--- config.mk ---
export PLATFORM = sky130hd
export DESIGN_NAME = router_pkt_tx_flat
export DESIGN_NICKNAME = d
export VERILOG_FILES = /design/src/rtl/router_pkg.sv /design/src/rtl/router_pkt_tx_if.sv /design/src/rtl/router_pkt_buf.sv /design/src/rtl/router_pkt_tx.sv /design/src/flat_wrapper.sv
export SDC_FILE = /design/constraint.sdc
export NUM_CORES = 1
export LEC_CHECK = 0
export CORE_ASPECT_RATIO = 0.6
export CORE_UTILIZATION = 55
export DETAILED_ROUTE_END_ITERATION = 10
export PLACE_DENSITY = 0.77
export SLEW_MARGIN = 15
export SYNTH_ARGS = -nofsm -noshare
export SYNTH_HDL_FRONTEND = slang
export SYNTH_HIERARCHICAL = 1
export SYNTH_SLANG_ARGS = --single-unit
--- constraint.sdc ---
create_clock -name clk -period 4.1 [get_ports clk]
set_input_delay 0.82 -clock clk [delete_from_list [all_inputs] [get_ports clk]]
set_output_delay 0.82 -clock clk [all_outputs]
set_load 0.01 [all_outputs]
--- src/rtl/router_pkg.sv ---
// Shared types and header layout for the router packet source.
// The header byte carries the payload length above the destination port.
package router_pkg;

  localparam int MAX_LEN = 63;
  localparam int LEN_W   = 6;
  localparam int ADDR_W  = 2;

  localparam int HDR_LEN_MSB  = 7;
  localparam int HDR_LEN_LSB  = 2;
  localparam int HDR_ADDR_MSB = 1;
  localparam int HDR_ADDR_LSB = 0;

  localparam logic [ADDR_W-1:0] INVALID_ADDR = 2'b11;

  typedef enum logic [2:0] {
    ST_IDLE,
    ST_LOAD,
    ST_HEADER,
    ST_PAYLOAD,
    ST_PARITY,
    ST_GAP
  } state_e;

  function automatic logic [7:0] hdr_pack(input logic [LEN_W-1:0] len,
                                          input logic [ADDR_W-1:0] addr);
    logic [7:0] h;
    h = '0;
    h[HDR_LEN_MSB:HDR_LEN_LSB]   = len;
    h[HDR_ADDR_MSB:HDR_ADDR_LSB] = addr;
    return h;
  endfunction

endpackage

--- src/rtl/router_pkt_tx_if.sv ---
// Request, payload and router-side signals of the packet source.
interface router_pkt_tx_if #(parameter int CNT_W = 16);
  import router_pkg::*;

  // Handshakes: a request transfers on a rising edge with req_valid && req_ready,
  // a payload byte with pl_valid && pl_ready; a router byte transfers on any edge
  // where busy is low while the source is driving header, payload or parity.
  logic              req_valid;
  logic              req_ready;
  logic [ADDR_W-1:0] req_addr;
  logic [LEN_W-1:0]  req_len;
  logic              pl_valid;
  logic [7:0]        pl_data;
  logic              pl_ready;
  logic              busy;
  logic [7:0]        pkt_data;
  logic              pkt_valid;
  logic              done;
  logic              req_err;
  logic [CNT_W-1:0]  pkt_cnt;

  modport master (
    output req_valid, req_addr, req_len, pl_valid, pl_data, busy,
    input  req_ready, pl_ready, pkt_data, pkt_valid, done, req_err, pkt_cnt
  );

  modport slave (
    input  req_valid, req_addr, req_len, pl_valid, pl_data, busy,
    output req_ready, pl_ready, pkt_data, pkt_valid, done, req_err, pkt_cnt
  );

endinterface

--- src/rtl/router_pkt_buf.sv ---
// Payload staging buffer: synchronous write, asynchronous read.
module router_pkt_buf
  import router_pkg::*;
(
  input  logic             clk,
  input  logic             wr_en,
  input  logic [LEN_W-1:0] wr_idx,
  input  logic [7:0]       wr_data,
  input  logic [LEN_W-1:0] rd_idx,
  output logic [7:0]       rd_data
);

  logic [7:0] mem_q [MAX_LEN];

  // Contents need no reset; every byte is written before it is read.
  always_ff @(posedge clk) begin
    if (wr_en && (int'(wr_idx) < MAX_LEN)) begin
      mem_q[wr_idx] <= wr_data;
    end
  end

  // The look-ahead read index can reach MAX_LEN on the last payload byte.
  assign rd_data = (int'(rd_idx) < MAX_LEN) ? mem_q[rd_idx] : 8'h00;

endmodule

--- src/rtl/router_pkt_tx.sv ---
// Packet source for the router write port: buffers a whole payload, then
// streams header, payload and parity back-to-back while honouring busy.
module router_pkt_tx
  import router_pkg::*;
#(
  parameter int GAP_CYC = 2,
  parameter int CNT_W   = 16
) (
  input  logic            clk,
  input  logic            resetn,
  router_pkt_tx_if.slave  bus,
  output state_e          dbg_state
);

  localparam int GAP_W = (GAP_CYC > 1) ? $clog2(GAP_CYC) : 1;

  state_e            state_q, state_d;
  logic [ADDR_W-1:0] addr_q, addr_d;
  logic [LEN_W-1:0]  len_q, len_d;
  logic [LEN_W-1:0]  idx_q, idx_d;
  logic [7:0]        parity_q, parity_d;
  logic [7:0]        pkt_data_q, pkt_data_d;
  logic              pkt_valid_q, pkt_valid_d;
  logic              done_q, done_d;
  logic              req_err_q, req_err_d;
  logic [CNT_W-1:0]  pkt_cnt_q, pkt_cnt_d;
  logic [GAP_W-1:0]  gap_q, gap_d;

  logic              req_acc;
  logic              pl_acc;
  logic              bus_acc;
  logic [LEN_W-1:0]  buf_rd_idx;
  logic [7:0]        buf_rd_data;

  assign req_acc = (state_q == ST_IDLE) && bus.req_valid;
  assign pl_acc  = (state_q == ST_LOAD) && bus.pl_valid;
  assign bus_acc = !bus.busy;

  // pkt_data is registered, so the buffer is read one byte ahead of the bus.
  assign buf_rd_idx = (state_q == ST_HEADER) ? '0 : idx_q + 6'd1;

  router_pkt_buf u_buf (
    .clk     (clk),
    .wr_en   (pl_acc),
    .wr_idx  (idx_q),
    .wr_data (bus.pl_data),
    .rd_idx  (buf_rd_idx),
    .rd_data (buf_rd_data)
  );

  always_ff @(posedge clk or negedge resetn) begin
    if (!resetn) begin
      state_q     <= ST_IDLE;
      addr_q      <= '0;
      len_q       <= '0;
      idx_q       <= '0;
      parity_q    <= '0;
      pkt_data_q  <= '0;
      pkt_valid_q <= 1'b0;
      done_q      <= 1'b0;
      req_err_q   <= 1'b0;
      pkt_cnt_q   <= '0;
      gap_q       <= '0;
    end else begin
      state_q     <= state_d;
      addr_q      <= addr_d;
      len_q       <= len_d;
      idx_q       <= idx_d;
      parity_q    <= parity_d;
      pkt_data_q  <= pkt_data_d;
      pkt_valid_q <= pkt_valid_d;
      done_q      <= done_d;
      req_err_q   <= req_err_d;
      pkt_cnt_q   <= pkt_cnt_d;
      gap_q       <= gap_d;
    end
  end

  always_comb begin
    state_d     = state_q;
    addr_d      = addr_q;
    len_d       = len_q;
    idx_d       = idx_q;
    parity_d    = parity_q;
    pkt_data_d  = pkt_data_q;
    pkt_valid_d = pkt_valid_q;
    done_d      = 1'b0;
    req_err_d   = 1'b0;
    pkt_cnt_d   = pkt_cnt_q;
    gap_d       = gap_q;

    unique case (state_q)
      ST_IDLE: begin
        if (req_acc) begin
          addr_d = bus.req_addr;
          len_d  = bus.req_len;
          if ((bus.req_addr == INVALID_ADDR) || (bus.req_len == '0)) begin
            req_err_d = 1'b1;
          end else begin
            state_d  = ST_LOAD;
            idx_d    = '0;
            parity_d = hdr_pack(bus.req_len, bus.req_addr);
          end
        end
      end

      ST_LOAD: begin
        if (pl_acc) begin
          parity_d = parity_q ^ bus.pl_data;
          if (idx_q == len_q - 6'd1) begin
            state_d     = ST_HEADER;
            idx_d       = '0;
            pkt_data_d  = hdr_pack(len_q, addr_q);
            pkt_valid_d = 1'b1;
          end else begin
            idx_d = idx_q + 6'd1;
          end
        end
      end

      ST_HEADER: begin
        if (bus_acc) begin
          state_d    = ST_PAYLOAD;
          pkt_data_d = buf_rd_data;
        end
      end

      // idx_q tracks the payload byte currently on the bus.
      ST_PAYLOAD: begin
        if (bus_acc) begin
          if (idx_q == len_q - 6'd1) begin
            state_d     = ST_PARITY;
            pkt_valid_d = 1'b0;
            pkt_data_d  = parity_q;
          end else begin
            idx_d      = idx_q + 6'd1;
            pkt_data_d = buf_rd_data;
          end
        end
      end

      ST_PARITY: begin
        if (bus_acc) begin
          done_d    = 1'b1;
          pkt_cnt_d = pkt_cnt_q + CNT_W'(1);
          gap_d     = '0;
          state_d   = (GAP_CYC == 0) ? ST_IDLE : ST_GAP;
        end
      end

      ST_GAP: begin
        if (int'(gap_q) + 1 >= GAP_CYC) begin
          state_d = ST_IDLE;
        end else begin
          gap_d = gap_q + GAP_W'(1);
        end
      end

      default: state_d = ST_IDLE;
    endcase
  end

  assign bus.req_ready = (state_q == ST_IDLE);
  assign bus.pl_ready  = (state_q == ST_LOAD);
  assign bus.pkt_data  = pkt_data_q;
  assign bus.pkt_valid = pkt_valid_q;
  assign bus.done      = done_q;
  assign bus.req_err   = req_err_q;
  assign bus.pkt_cnt   = pkt_cnt_q;
  assign dbg_state     = state_q;

endmodule

--- src/flat_wrapper.sv ---
// flat-port wrapper written by rule: the top's interface ports become plain ports
module router_pkt_tx_flat import router_pkg::*;
#(
  parameter int GAP_CYC = 2,
  parameter int CNT_W   = 16
)
  (clk, resetn, dbg_state, bus_req_valid, bus_req_addr, bus_req_len, bus_pl_valid, bus_pl_data, bus_busy, bus_req_ready, bus_pl_ready, bus_pkt_data, bus_pkt_valid, bus_done, bus_req_err, bus_pkt_cnt);
  router_pkt_tx_if #(.CNT_W(CNT_W)) bus_i ();
  input  logic clk;
  input  logic resetn;
  output state_e dbg_state;
  input wire logic [$bits(bus_i.req_valid)-1:0] bus_req_valid;
  input wire logic [$bits(bus_i.req_addr)-1:0] bus_req_addr;
  input wire logic [$bits(bus_i.req_len)-1:0] bus_req_len;
  input wire logic [$bits(bus_i.pl_valid)-1:0] bus_pl_valid;
  input wire logic [$bits(bus_i.pl_data)-1:0] bus_pl_data;
  input wire logic [$bits(bus_i.busy)-1:0] bus_busy;
  output wire logic [$bits(bus_i.req_ready)-1:0] bus_req_ready;
  output wire logic [$bits(bus_i.pl_ready)-1:0] bus_pl_ready;
  output wire logic [$bits(bus_i.pkt_data)-1:0] bus_pkt_data;
  output wire logic [$bits(bus_i.pkt_valid)-1:0] bus_pkt_valid;
  output wire logic [$bits(bus_i.done)-1:0] bus_done;
  output wire logic [$bits(bus_i.req_err)-1:0] bus_req_err;
  output wire logic [$bits(bus_i.pkt_cnt)-1:0] bus_pkt_cnt;
  assign bus_i.req_valid = bus_req_valid;
  assign bus_i.req_addr = bus_req_addr;
  assign bus_i.req_len = bus_req_len;
  assign bus_i.pl_valid = bus_pl_valid;
  assign bus_i.pl_data = bus_pl_data;
  assign bus_i.busy = bus_busy;
  assign bus_req_ready = bus_i.req_ready;
  assign bus_pl_ready = bus_i.pl_ready;
  assign bus_pkt_data = bus_i.pkt_data;
  assign bus_pkt_valid = bus_i.pkt_valid;
  assign bus_done = bus_i.done;
  assign bus_req_err = bus_i.req_err;
  assign bus_pkt_cnt = bus_i.pkt_cnt;
  router_pkt_tx #(.GAP_CYC(GAP_CYC), .CNT_W(CNT_W)) u_core (.clk(clk), .resetn(resetn), .bus(bus_i), .dbg_state(dbg_state));
endmodule
---- Yosys cells after proc, flatten, opt, wreduce, memory -nomap -nowiden ----
Memory sizes are Yosys's and may differ from the RTL's.
Cells that the tools add are included.
word-level totals
  output and inout bits ................... 32
  memories ................................ 1
  bits of input ports ..................... 21
  RAM bits ................................ 504
  register bits after elaboration ......... 53
  word-level logic and storage cells ...... 103
operators by class
  magnitude comparators ................... 3
  add/subtract/negate cells ............... 5
  muxes and demuxes ....................... 44
  bitwise gates (word level) .............. 2
  reductions and logical operators ........ 19
  equal/unequal tests ..................... 18
memories
  name                words  bits a word  read ports  clocked after memory_dff  wr ports  RTL line              RTL
  u_core.u_buf.mem_q  63     8            1           0                         1         router_pkt_buf.sv:13  logic [7:0] mem_q [MAX_LEN];
operators with widths
  cell                                                  number
  2-to-1 mux 8 bit                                      9
  2-to-1 mux 6 bit                                      7
  >= comparator 32 x 3 -> 1 bit, second input constant  1
  2-to-1 mux 3 bit                                      9
  one-hot mux 8 bit (3 select lines)                    1
  one-hot mux 3 bit (6 select lines)                    1
  one-hot mux 6 bit (3 select lines)                    1
  adder 16 x 1 -> 16 bit, second input constant         1
  one-hot mux 8 bit (2 select lines)                    1
  2-to-1 mux 1 bit                                      13
  < comparator 6 bit, second input constant             2
  != test 2 bit, second input constant                  6
  != test 2 x 1 -> 1 bit, second input constant         5
  AND reduction 5 bit                                   2
  AND reduction 9 bit                                   1
  bitwise XOR 8 bit                                     1
  adder 6 x 1 -> 6 bit, second input constant           1
  == test 3 x 2 -> 1 bit, second input constant         2
  == test 3 bit, second input constant                  2
  == test 6 bit                                         1
  zero test 6 bit                                       1
  AND reduction 6 bit                                   1
  nonzero test 2 bit                                    3
  nonzero test 3 bit                                    2
  other kinds (13)                                      17

---- Depth between registers and ports, before layout ----
Gate-level depths: netlist of the first run.
  depth in word-level cells ............... 7
  depth in mapped cells ................... 18
  gate-level depth less buffers ........... 12

---- By module ----
Netlist of the first run, hierarchy kept.
modules (own cells, without submodules)
  module          area an instance (µm²)  seq. area each (µm²)  cells an instance  instances
  router_pkt_buf  19647.6                 15134.5               973                1
  router_pkt_tx   3021.6                  1326.3                280                1

---- Least setup slack after synthesis of the first run ----
No wires, ideal clock.
  kind .................................... flip-flop to flip-flop
  start ................................... register u_core.state_q[1] (netlist: u_core/dbg_state[1])
  end ..................................... register u_core.pkt_data_q[7] (netlist: u_core/bus.pkt_data[7])
  cell stages (with the launch flop) ...... 16
  setup time .............................. 0.125 ns
  arrival ................................. 3.068 ns
  path slack .............................. 0.907 ns
  data required time ...................... 3.975 ns
  buffers on the path ..................... 5
  period minus slack after synthesis ...... 3.193 ns
  cells stage by stage .................... dfrtp_1 > buf_2 > nand2b_1 > buf_6 > buf_6 > nor2_1 > nor2_1 > buf_6 > buf_2 > mux4_2 > a22o_1 > o41ai_1 > o32ai_1 > o22ai_1 > mux2i_1 > mux2_4
on the way
  cells in the longest elaborated chain, start to end .. 7
  elaborated cells on any way between the ends .. 18
  those cells by class .................... 1 x order compare; 7 x eq/ne; 6 x mux; 3 x reduce/logical; 1 x memory
RTL lines
  item                                                                   RTL line              RTL
  from (decl)                                                            router_pkt_tx.sv:17   state_e state_q, state_d;
  from (signal assigned)                                                 router_pkt_tx.sv:65   state_q <= state_d;
  == test 3 x 2 -> 1 bit *                                               router_pkt_tx.sv:40   assign buf_rd_idx = (state_q == ST_HEADER) ? '0 : idx_q + 6'd1;
  2-to-1 mux 6 bit *                                                     router_pkt_tx.sv:40
  net u_core.buf_rd_idx[0]                                               router_pkt_tx.sv:32   logic [LEN_W-1:0] buf_rd_idx;
  memory read (63 x 8 bit) / < comparator 6 bit (equally long branches)  -
  2-to-1 mux 8 bit *                                                     router_pkt_buf.sv:23  assign rd_data = (int'(rd_idx) < MAX_LEN) ? mem_q[rd_idx] : 8'h00;
  net u_core.buf_rd_data[7]                                              router_pkt_tx.sv:33   logic [7:0] buf_rd_data;
  2-to-1 mux 8 bit                                                       router_pkt_tx.sv:131  if (idx_q == len_q - 6'd1) begin
  2-to-1 mux 8 bit                                                       router_pkt_tx.sv:130  if (bus_acc) begin
  one-hot mux 8 bit (3 select lines) *                                   router_pkt_tx.sv:92   unique case (state_q)
  to (signal assigned)                                                   router_pkt_tx.sv:70   pkt_data_q <= pkt_data_d;
  to (decl)                                                              router_pkt_tx.sv:22   logic [7:0] pkt_data_q, pkt_data_d;
Mark *: on every way through the listed nets, which the timed path passes. The rest lies on a longest branch. The select of a mux whose other input is x is not followed.
A chain may end at the register's enable or synchronous reset.

---- Worst setup path after layout of the first run ----
  start ................................... register u_core.idx_q[0]
  end ..................................... register u_core.pkt_data_q[3] (netlist: u_core/bus.pkt_data[3])
on the way
  cells in the longest elaborated chain, start to end .. 7
  elaborated cells on any way between the ends .. 12
  those cells by class .................... 1 x add/sub; 1 x order compare; 2 x eq/ne; 6 x mux; 1 x reduce/logical; 1 x memory
RTL lines
  item                                                                   RTL line              RTL
  from (decl)                                                            router_pkt_tx.sv:20   logic [LEN_W-1:0] idx_q, idx_d;
  from (signal assigned)                                                 router_pkt_tx.sv:68   idx_q <= idx_d;
  adder 6 x 1 -> 6 bit *                                                 router_pkt_tx.sv:40
  2-to-1 mux 6 bit *                                                     router_pkt_tx.sv:40
  net u_core.buf_rd_idx[1]                                               router_pkt_tx.sv:32
  memory read (63 x 8 bit) / < comparator 6 bit (equally long branches)  -
  2-to-1 mux 8 bit *                                                     router_pkt_buf.sv:23
  net u_core.buf_rd_data[3]                                              router_pkt_tx.sv:33
  2-to-1 mux 8 bit                                                       router_pkt_tx.sv:131
  2-to-1 mux 8 bit                                                       router_pkt_tx.sv:130
  one-hot mux 8 bit (3 select lines) *                                   router_pkt_tx.sv:92
Marked as above.

==> summary.md, run 1 <==
| Metric | Value |
|---|---|
| Sequential fraction of the synthesis area | `72.6%` |
| Period minus WS final | `between 4000 and 5000 ps` |
| Largest net degree at the start of global routing | `58` |
| Setup_tns | `0 ps` |
| I/O pin total | `between 50 and 60` |
| Nets | `roughly 1400` |
| CP max-delay cell | `nor2_1` |
| Worst R2R Setup Slack | `approximately 67 ps` |
| VDD IR max | `just over 0.4 mV` |
| Hpwl dp | `slightly below 40000 µm` |
| Clock insertion delay at the later pin of the skew report | `approximately 570 ps` |
| CTS tree | `done` |
| Crit-path max cell delay | `approximately 700 ps` |
| Unrepaired setup endpoints after global routing | `false` |
| Final Max Slew Viols | `0` |
| Initial antenna violation count | `2` |
| Drt first pass iters | `8` |
| Fmax | `about 0.25 GHz` |
| Fill cell count | `2705` |
| Post-synth EDFFs | `just over 500` |
| Outcome | `finished, final reports clean` |
| Routed wire per std cell | `29.5 µm` |
| Critical Path End Type | `flip-flop` |
| Port buffer count | `52` |
| Worst rel slew slack | `between 20% and 30%` |
| Post-route cell area | `between 20000 and 30000 µm²` |
| Syn-to-layout area delta | `13.6%` |
| Ys async rst share | `9.52%` |
| DP Cell Count | `around 1900` |
| Syn_nets | `between 1000 and 1500` |
| Starting Density | `a little under three fifths` |
| Core area | `40500 µm²` |
| Type of the worst setup path | `flip-flop to flip-flop` |
| Clock slew at reported path FFs | `around 70 ps` |
| WP data required | `approximately 4600 ps` |
| Share of cells above drive strength 1 | `between 20% and 30%` |
| Gpl congestion | `around 1.0` |
| Final setup skew | `a little over 20 ps` |
| Fin. Hold Viols | `0` |
| Die H | `~160 µm` |
| Sink Count | `approximately 560` |
| Area contributors post-synth | `edfxtp_1 67%, mux4_2 8.9%, dfrtp_1 5.9%` |
| Buffers and inverters on the worst path | `2` |
| Num CTS Buffers | `47` |
| Row cnt | `between 50 and 60` |
| CP max FO | `14` |
| Crit path max-delay family | `simple AND/OR/NAND/NOR gates` |
| Placed cell area | `~24000 µm²` |
| Synth area leader | `edfxtp_1` |
| Cell Chain, Critical Path | `ha_1, nor2b_4, inv_1, nor2_1, buf_4, a22oi_1, a21oi_1, a32o_1, o22ai_1, mux2i_1, mux2_4` |
| Post-synthesis cell type count | `69` |
| Reg-to-reg endpoint | `u_core/bus.pkt_data[3]$_DFFE_PN0P_` |
| Via Count | `12900` |
| Setup bufs post-CTS | `0` |
| Die Wd | `about 260 µm` |
| Area share of the largest cell type after synthesis | `between 60% and 70%` |
| Worst Setup Start Kind | `flip-flop` |
| Gr ovfl total | `0` |
| Non-Filler Instances | `1964` |
| Final Routed Wirelength | `58000 µm` |
| H-tree depth | `2` |
| Hold Buf Count CTS | `0` |
| Yosys reg bits | `between 500 and 600` |
| Die area | `around 42000 µm²` |
| Tightest Pin Transition | `between 1000 and 1500 ps` |
| Leak Pwr | `8.69 nW` |
| Reg2Reg Launch Point | `u_core/idx_q[0]$_DFFE_PN0P_` |
| Final Setup Violations | `0` |
| HP Class | `input port to async pin` |
| CTS resizes | `0` |
| GRT Total Usage | `~28%` |
| Worst path depth | `11` |
| Prevailing post-synth register cell | `edfxtp_1` |
| Max_cap viols | `0` |
| Vias in the first global route | `roughly 13000` |
| Reg2reg path depth | `11` |
| Syn Area/Cell | `18.1 µm²` |
| Final period util | `between 90% and 100%` |
| Clock root buffer | `clkbuf_16` |
| Cells after Synth | `between 1000 and 1500` |
| First-pass GRT wire length | `approximately 85000 µm` |
| Crit path DAT | `~4600 ps` |
| Initial DRC count | `1935` |
| Pwr per Cell Area | `between 500 and 600 nW/µm²` |
| Clk buf depth | `3` |
| Syn Std Cell Area | `~23000 µm²` |
| DRC | `0` |
| Drt via density | `approximately 6.6` |
| Detail Route Antenna Nets | `0` |
| YS warnings | `6` |
[worst max-delay path by stage]
stage                                    start                                  to  slack (ps)
6_report           u_core/idx_q[0]$_DFFE_PN0P_  u_core/bus.pkt_data[3]$_DFFE_PN0P_          70
5_1_grt        u_core/dbg_state[2]$_DFFE_PN0P_  u_core/bus.pkt_data[6]$_DFFE_PN0P_          80
4_1_cts            u_core/idx_q[0]$_DFFE_PN0P_  u_core/bus.pkt_data[4]$_DFFE_PN0P_         270
3_5_place_dp       u_core/idx_q[0]$_DFFE_PN0P_  u_core/bus.pkt_data[4]$_DFFE_PN0P_         290
3_3_place_gp       u_core/idx_q[0]$_DFFE_PN0P_  u_core/bus.pkt_data[4]$_DFFE_PN0P_         420
2_1_floorplan  u_core/dbg_state[1]$_DFFE_PN0P_  u_core/bus.pkt_data[7]$_DFFE_PN0P_         910
[logic make-up (layout without fill, tap and decap cells)]
family,count (synthesis),count (layout),share of synthesized area [%]
compound gates,180,180,5.56
xor+xnor,25,25,1.03
fa+ha+maj,3,3,0.166
buf+inv,82,260,2.20
flops,557,557,72.6
mux,190,190,13.6
other cells,0,2,0
simple gates,216,216,4.81
[synthesized netlist by cell type, types with 12 or more instances]
library cell	n
mux2_2	17
o221ai_1	13
a22o_1	12
mux4_2	90
o22ai_1	33
a211oi_1	16
nand2_1	41
a21oi_1	35
mux2i_1	75
xnor2_1	13
clkbuf_1	31
edfxtp_1	504
buf_6	12
nor2_1	88
nand2b_1	12
o21ai_0	12
dfrtp_1	53
nand3_1	21
[worst register-to-register path: stages, from the launching register on]
cell and delay [ps]:
dfrtp_1 540, ha_1 390, nor2b_4 520, inv_1 330
nor2_1 700, buf_4 350, a22oi_1 140, a21oi_1 390
a32o_1 220, o22ai_1 80, mux2i_1 150, mux2_4 160
[area by class of cell]
class / instances / area [µm²] / area share, %
antenna: 2 / 5.00 / 0.0194
clock buffer: 59 / 1250 / 4.86
clock inverter: 23 / 171 / 0.666
inverter: 12 / 45.0 / 0.175
multi-input combinational: 614 / 5740 / 22.3
sequential: 557 / 16500 / 63.9
tap: 531 / 664 / 2.58
timing repair buffer: 166 / 1410 / 5.46
[cell usage in the layout (no fill, tap or decap), types with 4 or more instances in the layout]
cell type / n
clkbuf_16: 47
buf_4: 108
dfrtp_1: 53
inv_1: 11
nand3_1: 21
or3_1: 9
mux4_2: 90
nand2_1: 41
clkbuf_1: 9
buf_2: 9
mux2_2: 17
and3_1: 6
xnor2_1: 13
nand4_1: 10
nand3b_1: 4
a22o_1: 12
edfxtp_1: 504
nand2b_1: 12
buf_12: 6
o221ai_1: 13
a21oi_1: 34
clkinv_1: 12
o21ai_1: 6
nor2b_1: 6
a211o_1: 4
mux2_4: 8
xor2_1: 10
clkinv_2: 4
mux2i_1: 75
nor2_1: 86
a22oi_1: 11
a211oi_1: 16
o21ai_0: 12
o22ai_1: 33
clkdlybuf4s50_1: 43
[metal layers]
metal	vias to the layer above	global-route usage, %	wire length [µm]
met1	6547	41.7	23000
met3	131	13.3	9750
met2	936	37.6	23900
li1	5327	-	-
met4	6	6.47	1320
met5	-	1.01	86
[sequential cells by signal, summed over array words and instances (netlist names), 2 cells and up]
name / cells
u_core/addr_q: 2
u_core/bus.pkt_cnt: 16
u_core/bus.pkt_data: 8
u_core/dbg_state: 3
u_core/idx_q: 6
u_core/len_q: 6
u_core/parity_q: 8
u_core/u_buf/mem_q: 504
[power by group]
group          internal [mW]  switching [mW]
Clock                   2.29            1.98
Sequential              6.27           0.122
Combinational           1.89            2.88
[metrics by stage]
stage	hold slack, ps	power, mW	setup WS, ps	util, %
after floorplan	479	9.32	907	-
after global placement	459	11.0	423	60.0
after detailed placement	471	11.1	290	60.0
after CTS	340	15.3	266	63.5
after global routing	372	15.8	77.6	63.5
final	325	15.4	66.9	63.6
(Power assumes the default switching activity.)
==> inputs of run 2 (changes only) <==
--- a/config.mk
+++ b/config.mk
@@ -6,10 +6,9 @@
 export NUM_CORES = 1
 export LEC_CHECK = 0
 export CORE_ASPECT_RATIO = 0.6
-export CORE_UTILIZATION = 55
+export CORE_UTILIZATION = 50
 export DETAILED_ROUTE_END_ITERATION = 10
-export PLACE_DENSITY = 0.77
-export SLEW_MARGIN = 15
+export PLACE_DENSITY = 0.72
 export SYNTH_ARGS = -nofsm -noshare
 export SYNTH_HDL_FRONTEND = slang
 export SYNTH_HIERARCHICAL = 1
==> run 2 against run 1 <==
  * Worst setup slack better by 200 ps
  * Utilization is 5.7 points lower
  * Maximum frequency is 5.2% higher
  * Clock power is 7.7% higher
  * Cell count is 2.6% higher
  * Flip-flop and latch count stayed put
  * Clock-buffer cell count stayed put
  * Die area is 9.9% higher
  * Total power is 1.6% higher
  * Critical endpoint is now u_core/bus.pkt_data[2]$_DFFE_PN0P_
  * Highest routed layer is now met4
==> summary.md, run 2 (synthesis results as in run 1) <==
| Metric | Value |
|---|---|
| Final worst-path setup slack | `265 ps (+198 ps)` |
| Fill cell count | `3274 (+21%)` |
| Max_cap viols | `0 (unchanged)` |
| CP max-delay cell | `nor2_1` |
| Setup_tns | `0 ps (unchanged)` |
| Leak Pwr | `8.69 nW (about the same)` |
| DRC | `0 (unchanged)` |
| Worst R2R Setup Slack | `270 ps (+200 ps)` |
| Critical Path End Type | `flip-flop` |
| Switching part of the total | `31.7% (-0.57 points)` |
| Die H | `167 µm (+4.8%)` |
| Setup bufs post-CTS | `0 (unchanged)` |
| Unrepaired setup endpoints after global routing | `false` |
| Register with the most flip-flops | `u_core/u_buf/mem_q` |
| Type of the worst setup path | `flip-flop to flip-flop` |
| Num CTS Buffers | `47 (unchanged)` |
| Via Count | `12900 (-0.21%)` |
| I/O pin total | `53 (unchanged)` |
| HP Class | `input port to async pin` |
| Final period util | `93.5% (-4.8 points)` |
| VDD IR max | `0.376 mV (-9.0%)` |
| Comb power frac | `29.7% (-1.2 points)` |
| Largest net degree at the start of global routing | `60 (+3.4%)` |
| Crit-path max cell delay | `620 ps (-80 ps)` |
| Flop pwr share | `40.9% (-0.5 points)` |
| NetSw | `4.98 mW (-0.17%)` |
| Hpwl dp | `38800 µm (+0.15%)` |
| Crit path DAT | `4300 ps (-250 ps)` |
| GRT Total Usage | `25.5% (-2.6 points)` |
| Clock insertion delay at the later pin of the skew report | `580 ps (about the same)` |
| Worst Setup Start Kind | `flip-flop` |
| Starting Density | `50.7% (-5.3 points)` |
| Sink Count | `557 (unchanged)` |
| Period minus WS final | `3830 ps (-198 ps)` |
| Drt first pass iters | `6 (-2)` |
| Final Max Slew Viols | `0 (unchanged)` |
| H-tree depth | `2 (unchanged)` |
| Tightest Pin Transition | `963 ps (-141 ps)` |
| Row cnt | `60 (+5.3%)` |
| Outcome | `finished, final reports clean` |
| Detail Route Antenna Nets | `0 (unchanged)` |
| Gr ovfl total | `0 (unchanged)` |
| Clock slew at reported path FFs | `70 ps (about the same)` |
| Most common cell after layout, fill and taps aside | `edfxtp_1` |
| Die area | `46200 µm² (+9.9%)` |
| Gpl congestion | `0.947 (-8.8%)` |
| Die Wd | `277 µm (+4.8%)` |
| Commonest non-fill, non-tap cells in the layout | `504 x edfxtp_1, 100 x buf_4, 90 x mux4_2` |
| Clock Power Share | `29.3% (+1.7 points)` |
| CTS resizes | `0 (unchanged)` |
| Final setup skew | `9.77 ps (-10.7 ps)` |
| Clk buf depth | `3 (unchanged)` |
| Worst rel slew slack | `35.8% (+10 points)` |
| Initial DRC count | `1856 (-4.1%)` |
| Syn-to-layout area delta | `14.1%` |
| Routed wire per std cell | `28.9 µm (-2.0%)` |
| Clock root buffer | `clkbuf_16` |
| Core area | `44700 µm² (+10%)` |
| Reg-to-reg endpoint | `u_core/bus.pkt_data[2]$_DFFE_PN0P_` |
| Nets | `1413 (-0.63%)` |
| Fin. Hold Viols | `0 (unchanged)` |
| WP data required | `4560 ps (-60 ps)` |
| CTS tree | `done` |
| Final Routed Wirelength | `58400 µm (+0.62%)` |
| Cell Chain, Critical Path | `nand2b_1, nor2_1, nor2_4, buf_12, buf_4, mux4_2, a211oi_1, a21boi_1, a22o_1, o22ai_1, mux2i_1, mux2_4` |
| Largest register FFs | `504 (unchanged)` |
| Fmax | `0.261 GHz (+5.2%)` |
| Reg2reg path depth | `12 (+1)` |
| Pwr per Cell Area | `606 nW/µm² (+1.1%)` |
| Final Setup Violations | `0 (unchanged)` |
| Pre-CTS setup slack | `399 ps (+108 ps)` |
| Reg2Reg Launch Point | `u_core/dbg_state[2]$_DFFE_PN0P_` |
| CP max FO | `23 (+9)` |
| Int Power | `10.7 mW (+2.5%)` |
| Initial antenna violation count | `1 (-1)` |
| Share of cells above drive strength 1 | `22.5% (about the same)` |
| Drt via density | `6.41 (-2.8%)` |
| Vias in the first global route | `12200 (-3.9%)` |
| Hold Buf Count CTS | `0 (unchanged)` |
| Port buffer count | `52 (unchanged)` |
| First-pass GRT wire length | `85400 µm (about the same)` |
## run 2: worst max-delay path: cells and delay by family, from the launching register on
kind,cells,cell delay (ps)
AOI/OAI and AO/OA,4,1090
and+or+nand+nor,3,900
muxes,3,830
DFF,1,440
buffers and inverters,2,440
## run 2: final cells by class
class,instances,area (µm²),share of cell area (%)
multi-input cells,614,5740,22.2
well taps,589,737,2.85
clock buffers,59,1230,4.76
clock inverters,27,327,1.26
flip-flops and latches,557,16500,63.6
inverters,12,45.0,0.174
diodes,1,2.50,0.00967
repair buffers,157,1330,5.13
## run 2: power groups by stage
stage	logic, mW	registers, mW	clock network [mW]
2_1_floorplan	2.85	6.48	0
3_3_place_gp	4.45	6.53	0
3_5_place_dp	4.48	6.53	0
4_1_cts	4.52	6.41	4.65
5_1_grt	4.81	6.42	4.86
6_report	4.67	6.42	4.60
## run 2: metal layers
layer | GRT usage (%) | wire [µm]
met3 | 8.07 | 8360
met4 | 4.93 | 869
met1 | 41.6 | 25500
met2 | 33.2 | 23600
met5 | 0 | 0
## run 2: through the flow
step           hold WS [ps]  util, %  cells  area (µm²)  power (mW)
2_1_floorplan           479        -   1253       22700        9.32
3_3_place_gp            459     54.3   1929       24300        11.0
3_5_place_dp            475     54.3   1929       24300        11.0
4_1_cts                 302     57.8   2015       25900        15.6
5_1_grt                 329     57.8   2015       25900        16.1
6_report                286     57.8   2016       25900        15.7
## run 2: worst max-delay path by stage
| stage | from | to | slack, ps | depth (start not counted) |
|---|---|---|---|---|
| final | u_core/dbg_state[2]$_DFFE_PN0P_ | u_core/bus.pkt_data[2]$_DFFE_PN0P_ | 270 | 12 |
| after detailed placement | u_core/idx_q[0]$_DFFE_PN0P_ | u_core/bus.pkt_data[2]$_DFFE_PN0P_ | 400 | 12 |
| after global placement | u_core/idx_q[0]$_DFFE_PN0P_ | u_core/bus.pkt_data[2]$_DFFE_PN0P_ | 440 | 12 |
| after CTS | u_core/idx_q[0]$_DFFE_PN0P_ | u_core/bus.pkt_data[2]$_DFFE_PN0P_ | 370 | 12 |
| after global routing | u_core/dbg_state[2]$_DFFE_PN0P_ | u_core/bus.pkt_data[2]$_DFFE_PN0P_ | 110 | 13 |
| after floorplan | u_core/dbg_state[1]$_DFFE_PN0P_ | u_core/bus.pkt_data[7]$_DFFE_PN0P_ | 910 | 15 |
